==> src/rtl/branch_predictor_bht.sv <==
`default_nettype none
// ============================================================================
//  Module      : branch_predictor_bht
//  Description : Direct-mapped table of saturating counters predicting
//                conditional-branch direction, with RV32 branch resolution
//                and saturating accuracy statistics.
//  Revision    : 1.0 - initial release
// ============================================================================
module branch_predictor_bht #(
    parameter int ENTRIES   = 64,
    parameter int PC_WIDTH  = 32,
    parameter int CTR_BITS  = 2,
    parameter int CTR_INIT  = 1,
    parameter int CNT_WIDTH = 16
) (
    input  logic                 clk,
    input  logic                 rst_n,
    // lookup port
    input  logic                 pred_valid,
    input  logic [PC_WIDTH-1:0]  pred_pc,
    output logic                 pred_out_valid,
    output logic                 pred_taken,
    // resolution port
    input  logic                 res_valid,
    input  logic [PC_WIDTH-1:0]  res_pc,
    input  logic [2:0]           res_type,
    input  logic                 res_zero,
    input  logic                 res_lt,
    input  logic                 res_ltu,
    input  logic                 res_pred,
    output logic                 res_out_valid,
    output logic                 res_taken,
    output logic                 mispredict,
    output logic                 illegal_type,
    output logic [CNT_WIDTH-1:0] branch_count,
    output logic [CNT_WIDTH-1:0] mispredict_count
);

    localparam int IDX_W = $clog2(ENTRIES);

    localparam logic [2:0]          C_BEQ      = 3'b000;
    localparam logic [2:0]          C_BNE      = 3'b001;
    localparam logic [2:0]          C_BLT      = 3'b100;
    localparam logic [2:0]          C_BGE      = 3'b101;
    localparam logic [2:0]          C_BLTU     = 3'b110;
    localparam logic [2:0]          C_BGEU     = 3'b111;
    localparam logic [CTR_BITS-1:0] C_CTR_INIT = CTR_BITS'(CTR_INIT);
    localparam logic [CTR_BITS-1:0] C_CTR_MAX  = {CTR_BITS{1'b1}};
    localparam logic [CNT_WIDTH-1:0] C_CNT_MAX = {CNT_WIDTH{1'b1}};

    // ------------------------------------------------------------------------
    // State
    // ------------------------------------------------------------------------
    logic [CTR_BITS-1:0]  table_q [ENTRIES];

    logic                 pred_out_valid_q;
    logic                 pred_taken_q, pred_taken_d;
    logic                 res_out_valid_q, res_out_valid_d;
    logic                 res_taken_q, res_taken_d;
    logic                 mispredict_q, mispredict_d;
    logic                 illegal_type_q, illegal_type_d;
    logic [CNT_WIDTH-1:0] branch_count_q, branch_count_d;
    logic [CNT_WIDTH-1:0] mispredict_count_q, mispredict_count_d;

    // ------------------------------------------------------------------------
    // Indexing: word-aligned PCs, so bits [1:0] never select an entry
    // ------------------------------------------------------------------------
    logic [IDX_W-1:0]     w_pred_idx;
    logic [IDX_W-1:0]     w_res_idx;
    logic                 w_unused_pc;

    assign w_pred_idx  = pred_pc[IDX_W+1:2];
    assign w_res_idx   = res_pc[IDX_W+1:2];
    assign w_unused_pc = ^{pred_pc[PC_WIDTH-1:IDX_W+2], pred_pc[1:0],
                           res_pc[PC_WIDTH-1:IDX_W+2],  res_pc[1:0]};

    // ------------------------------------------------------------------------
    // Branch outcome decode
    // ------------------------------------------------------------------------
    logic w_legal;
    logic w_taken;

    always_comb begin
        w_legal = 1'b1;
        w_taken = 1'b0;
        case (res_type)
            C_BEQ:   w_taken = res_zero;
            C_BNE:   w_taken = ~res_zero;
            C_BLT:   w_taken = res_lt;
            C_BGE:   w_taken = ~res_lt;
            C_BLTU:  w_taken = res_ltu;
            C_BGEU:  w_taken = ~res_ltu;
            default: w_legal = 1'b0;
        endcase
    end

    logic w_update;
    logic w_mispredict;

    assign w_update     = res_valid & w_legal;
    assign w_mispredict = w_update & (w_taken ^ res_pred);

    // ------------------------------------------------------------------------
    // Saturating counter next value for the resolving entry
    // ------------------------------------------------------------------------
    logic [CTR_BITS-1:0] w_ctr_cur;
    logic [CTR_BITS-1:0] w_ctr_nxt;

    assign w_ctr_cur = table_q[w_res_idx];

    always_comb begin
        w_ctr_nxt = w_ctr_cur;
        if (w_taken) begin
            if (w_ctr_cur != C_CTR_MAX) begin
                w_ctr_nxt = w_ctr_cur + 1'b1;
            end
        end else begin
            if (w_ctr_cur != '0) begin
                w_ctr_nxt = w_ctr_cur - 1'b1;
            end
        end
    end

    // Table write; lookup reads table_q, so same-index traffic is read-before-write
    always_ff @(posedge clk) begin
        if (!rst_n) begin
            for (int i = 0; i < ENTRIES; i++) begin
                table_q[i] <= C_CTR_INIT;
            end
        end else if (w_update) begin
            table_q[w_res_idx] <= w_ctr_nxt;
        end
    end

    // ------------------------------------------------------------------------
    // Lookup path
    // ------------------------------------------------------------------------
    always_comb begin
        pred_taken_d = pred_taken_q;
        if (pred_valid) begin
            pred_taken_d = table_q[w_pred_idx][CTR_BITS-1];
        end
    end

    always_ff @(posedge clk) begin
        if (!rst_n) begin
            pred_out_valid_q <= 1'b0;
            pred_taken_q     <= 1'b0;
        end else begin
            pred_out_valid_q <= pred_valid;
            pred_taken_q     <= pred_taken_d;
        end
    end

    // ------------------------------------------------------------------------
    // Resolution path and statistics
    // ------------------------------------------------------------------------
    always_comb begin
        res_out_valid_d    = res_valid;
        res_taken_d        = w_update & w_taken;
        mispredict_d       = w_mispredict;
        illegal_type_d     = res_valid & ~w_legal;
        branch_count_d     = branch_count_q;
        mispredict_count_d = mispredict_count_q;
        if (w_update && (branch_count_q != C_CNT_MAX)) begin
            branch_count_d = branch_count_q + 1'b1;
        end
        if (w_mispredict && (mispredict_count_q != C_CNT_MAX)) begin
            mispredict_count_d = mispredict_count_q + 1'b1;
        end
    end

    always_ff @(posedge clk) begin
        if (!rst_n) begin
            res_out_valid_q    <= 1'b0;
            res_taken_q        <= 1'b0;
            mispredict_q       <= 1'b0;
            illegal_type_q     <= 1'b0;
            branch_count_q     <= '0;
            mispredict_count_q <= '0;
        end else begin
            res_out_valid_q    <= res_out_valid_d;
            res_taken_q        <= res_taken_d;
            mispredict_q       <= mispredict_d;
            illegal_type_q     <= illegal_type_d;
            branch_count_q     <= branch_count_d;
            mispredict_count_q <= mispredict_count_d;
        end
    end

    // ------------------------------------------------------------------------
    // Outputs
    // ------------------------------------------------------------------------
    assign pred_out_valid   = pred_out_valid_q;
    assign pred_taken       = pred_taken_q;
    assign res_out_valid    = res_out_valid_q;
    assign res_taken        = res_taken_q;
    assign mispredict       = mispredict_q;
    assign illegal_type     = illegal_type_q;
    assign branch_count     = branch_count_q;
    assign mispredict_count = mispredict_count_q;

endmodule
`default_nettype wire

==> config.mk <==
export PLATFORM = sky130hd
export DESIGN_NAME = branch_predictor_bht
export DESIGN_NICKNAME = d
export VERILOG_FILES = /design/src/rtl/branch_predictor_bht.sv
export SDC_FILE = /design/constraint.sdc
export NUM_CORES = 1
export LEC_CHECK = 0
export BUFFER_PORTS_ARGS = -buffer_cell sky130_fd_sc_hd__buf_2
export CORE_MARGIN = 5
export CORE_UTILIZATION = 59
export DETAILED_ROUTE_END_ITERATION = 16
export PLACE_DENSITY = 0.9
export SLEW_MARGIN = 30
export SYNTH_ARGS = -nofsm -noshare
export SYNTH_HDL_FRONTEND = slang
export SYNTH_SLANG_ARGS = --single-unit
export TNS_END_PERCENT = 20
==> constraint.sdc <==
create_clock -name clk -period 2.65 [get_ports clk]
set_input_delay 0.265 -clock clk [delete_from_list [all_inputs] [get_ports clk]]
set_output_delay 0.265 -clock clk [all_outputs]
set_load 0.02 [all_outputs]
After elaboration in Yosys (flattened, before gate mapping)
Memory sizes are Yosys's and may differ from the RTL's. A register that Yosys moved wholly into a read port is not among the register bits.
Cells that the tools add are included.
Word-level totals
  register bits: 37
  bits in writable memories: 128
  output and inout port bits: 38
  word-level logic and storage cells: 48
  memories: 1
Memory list
  table_q: words 64, bits a word 2, rd ports 2, clocked after Yosys merged registers in 1, wr ports 64, line 54  | logic [CTR_BITS-1:0] table_q [ENTRIES];
Operators by class
  $add $sub $neg: 4
  equal/unequal tests: 8
  mux-type cells: 12
  bitwise gates (word level): 9
  reduce and logical (&&, ||, !) cells: 7
Operators with widths (number)
  16-bit by 1-bit adder with 16-bit output, second input constant: 2
  16-bit inequality test, second input constant: 2
  3-bit == test, second input constant: 4
  2-bit two-way mux: 4
  1-bit two-way mux: 6
  6-bit two-way mux: 1
  1-bit one-hot mux with 6 select lines: 1
  6-bit OR reduction: 1
  1-bit AND: 4
  1-bit NOT: 4
  3-bit by 1-bit == test with 1-bit output, second input constant: 1
  3-bit logical NOT: 1
  2-bit by 1-bit adder with 2-bit output, second input constant: 1
  1-bit logical AND: 2
  2-bit inequality test, second input constant: 1
  2-bit nonzero test: 1
  2-bit OR reduction: 1
  2-bit by 1-bit subtractor with 2-bit output, second input constant: 1
  1-bit logical NOT: 1
  1-bit bitwise XOR: 1

Logic depth before layout (Yosys ltp)
  depth after elaboration: 9
  depth in mapped cells: 12

Worst setup path before layout
Ideal clock, no wire load.
  path type: input port to flip-flop
  from: input res_pc[4]
  to: memory table_q[32][0], data pin
  library setup time: 0.279 ns
  data arrival time: 2.119 ns
  data required time: 2.371 ns
  slack: 0.252 ns
  stages on the path: 11
  buffers on the path: 5
  cells stage by stage: buf_4 buf_4 buf_2 mux4_2 o211ai_1 o2111ai_1 nor3_2 maj3_2 buf_8 buf_12 nand3_2
RTL lines
  from (decl): line 25  | input logic [PC_WIDTH-1:0] res_pc,
  to (decl): line 54

==> flow_metrics.py <==
metrics = {
    "status": {
        "status": "complete, but fails checks",
        "violations": "negative setup slack",
    },
    "critical_path": {
        "endpoint_kind": "flop",
        "crit_path_cell_trace": "mux4_2 > or2_1 > o311ai_2 > buf_4 > o211ai_1 > nor3_2 > maj3_4 > buf_4 > buf_8 > nand3_1",
        "cp.required_ps": 2810,
        "max_stage_delay_ps": 470,
        "cp.arrival_ps": 2840,
        "worstSetupPathType": "reg2reg",
        "rrSetupSlack_ps": -40,
        "cp_max_fo": 5,
        "reg2reg_depth": 10,
        "rr_startpoint": "table_q[45][1]",
        "crit_top_cell": "buf_4",
        "worstReg2RegEnd": "table_q[31][0]",
        "cpMaxStageDelayCell": "mux4_2",
        "critPathLaunchType": "flop",
    },
    "timing": {
        "period_share_pct": 101,
        "drv_slew": 0,
        "rsz0062_at_grt": "true",
        "hold_viol_final": 0,
        "fmax_ghz": 0.372,
        "setup_viol": 51,
        "min_period_ps": 2690,
        "worst_pin_slew_ps": 982,
        "max_slew_margin_pct": 34.4,
        "fin_ws_ps": -36.0,
        "clock_skew_ps": 7.89,
    },
    "global_route": {
        "grt_pass1_vias": 6994,
        "antenna_found_initial": 0,
        "grt_pass1_wl_um": 36500,
        "grt_start_max_net_pins": 99,
        "grtUsageTotal_pct": 26.2,
        "grt_overflow": 0,
    },
    "floorplan": {
        "dieArea_um2": 18100,
        "boundaryPins": 113,
        "start_util_pct": 60.2,
        "rows": 45,
        "die_width_um": 135,
        "die_h_um": 135,
        "coreArea_um2": 15200,
    },
    "power_and_ir_drop": {
        "comb_power_share_pct": 15.0,
        "p_per_area_nw_per_um2": 593,
        "power.internal_mw": 4.70,
        "p_clk_share_pct": 39.4,
        "pwr-share-seq_pct": 45.6,
        "leakage_nw": 3.83,
        "ir_drop_uv": 539,
        "p_sw_mw": 1.61,
        "switching_share_pct": 25.5,
    },
    "route": {
        "dr_total_vias": 7187,
        "wl_met3_um": 3100,
        "met1_length_um": 8320,
        "avgRoutedWirePerCell_um": 21.4,
        "dr.pass1.iters": 6,
        "routed_wirelength_um": 23800,
        "drc": 0,
        "via_per_inst": 6.45,
        "ant_nets": 0,
        "met2_length_um": 11500,
        "dr.max_layer_used": "met4",
        "drtIter0Drc": 891,
    },
    "synthesis": {
        "ys_types": 71,
        "syn-num-nets": 901,
        "synth_edf_count": 128,
        "ys_seq_elements": 166,
        "synthesis.area_um2": 9150,
        "seq_area_frac_synth_pct": 50.3,
        "synth_ff_type": "edfxtp_1",
        "avgSynthCellArea_um2": 11.1,
        "async_flop_share_pct": 0,
        "netlist_instances": 824,
        "yosysWarnings": 0,
    },
    "finish": {
        "layoutNonFillerInstCount": 1114,
        "area_growth_pct": 16.2,
        "mostFrequentLayoutCell": "nand2_1",
        "drive_gt1_share_pct": 30.1,
        "fin_nets": 991,
        "n_antenna_cell": 0,
        "final_cell_mix": "151 x nand2_1, 128 x edfxtp_1, 80 x nor2_1",
    },
    "worst_hold_path": {
        "min_to": "illegal_type",
        "whs_path_depth": 3,
        "hold_start": "res_valid",
        "worstHoldPathType": "in2reg",
    },
    "clock_network": {
        "clk_latency_ps": 440,
        "root_buffer": "clkbuf_16",
        "cts_buffer_depth": 2,
        "cts_buffers": 17,
        "cts_tree": "built",
        "htreeDepth": 4,
        "clock_sinks": 166,
        "clk_pin_slew_ps": 60,
    },
    "placed_design": {
        "pre_cts_slack_ps": -247,
        "post-place-cells": 1073,
        "dp_hpwl_um": 16000,
        "gp_congestion": 0.966,
        "numPortBuffers": 60,
    },
    "job": {
        "max-cap-violations": 0,
    },
}
area by class of cell:
class	instances	area (µm²)
Multi-Input combinational cell	577	4070
Clock inverter	14	159
Timing Repair Buffer	142	1100
Tap cell	188	235
Inverter	10	37.5
Sequential cell	166	4600
Fill cell	978	4570
Clock buffer	17	425
worst max-delay path, delay by kind of cell, from the launching register on:
family                     cells  cell delay (ps)
AOI/OAI and AO/OA              2              200
muxes                          1              470
and+or+nand+nor                3              570
buffers and inverters          3              470
adders and majority gates      1              280
DFF                            1              410
per-layer routing:
metal / global-route usage (%) / vias up
li1: - / 3156
met3: 8.16 / 93
met1: 32.2 / 3400
met4: 10.9 / 0
met2: 43.3 / 538
met5: 0 / -
power by group through the flow:
stage / registers [mW] / logic (mW) / clock network [mW]
floorplan: 2.93 / 0.597 / 0
global placement: 2.93 / 0.779 / 0
detailed placement: 2.93 / 0.799 / 0
CTS: 2.87 / 0.807 / 2.50
global route: 2.88 / 0.990 / 2.62
finish: 2.88 / 0.946 / 2.49
synth_stat cells, types with 3 or more instances:
master | instances | share of area, %
a221oi_1 | 8 | 0.77
a22o_1 | 11 | 1.1
a21boi_0 | 3 | 0.25
buf_6 | 10 | 1.2
nand3_1 | 32 | 1.8
nor2b_1 | 8 | 0.55
mux4_2 | 33 | 8.1
buf_1 | 4 | 0.16
and2_1 | 30 | 2.1
inv_1 | 10 | 0.41
clkbuf_1 | 26 | 1.1
or3b_1 | 4 | 0.38
a22oi_1 | 5 | 0.41
o22ai_1 | 3 | 0.21
xor2_1 | 14 | 1.3
buf_4 | 6 | 0.49
buf_12 | 5 | 1.1
or3_1 | 3 | 0.21
buf_2 | 18 | 0.98
mux2i_1 | 7 | 0.77
xnor2_1 | 17 | 1.6
a211oi_1 | 4 | 0.33
nand3b_1 | 8 | 0.66
and4_1 | 5 | 0.48
nand2_1 | 151 | 6.2
nor3_1 | 15 | 0.82
a21oi_1 | 8 | 0.44
edfxtp_1 | 128 | 42
and3_1 | 7 | 0.48
nor2_1 | 83 | 3.4
nand3_2 | 50 | 5.5
nand4_1 | 7 | 0.48
nand2b_1 | 8 | 0.55
o211ai_1 | 3 | 0.25
dfxtp_1 | 38 | 8.3
o21ai_0 | 9 | 0.49
cell families after synthesis:
family                   count (synthesis)  share of synthesized area, %
adder cells (fa/ha/maj)                  4                         0.519
AO/OA/AOI/OAI                           73                          6.14
multiplexers                            44                          9.38
XOR/XNOR                                32                          3.23
flip-flops                             166                          50.3
buffers and inverters                   81                          5.77
AND/OR/NAND/NOR                        424                          24.7
state kept, by name, indices dropped and copies added, names as in the netlist:
signal / flops
branch_count: 16
illegal_type: 1
mispredict: 1
mispredict_count: 16
pred_out_valid: 1
pred_taken: 1
res_out_valid: 1
res_taken: 1
table_q: 128
worst max-delay path by stage:
stage / startpoint / end / slack [ps]
2_1_floorplan: res_pc[4] / table_q[32][0] / 250
3_3_place_gp: res_pc[2] / table_q[32][1] / -250
3_5_place_dp: res_pc[2] / table_q[32][1] / -250
4_1_cts: table_q[60][1] / table_q[31][0] / 20
5_1_grt: table_q[45][1] / table_q[31][0] / -120
6_report: table_q[45][1] / table_q[31][0] / -40
timing repair:
| item | CTS | global route |
|---|---|---|
| resized for setup | 0 | 12 |
| hold buffers | 0 | 0 |
| hold endpoints to repair | 0 | 0 |
| buffers inserted | 0 | 6 |
| setup endpoints to repair | 0 | 127 |
through the flow:
step	power, mW	hold slack (ps)	setup TNS (ps)	area [µm²]	util, %
after global placement	3.71	501	-21010	9860	64.9
after floorplan	3.53	408	0	9150	-
after global routing	6.49	88.4	-7990	10600	70.0
final	6.31	91.0	-794	10600	70.0
after detailed placement	3.73	530	-20770	9860	64.9
after CTS	6.18	78.8	0	10400	68.7
(Power assumes the default switching activity.)
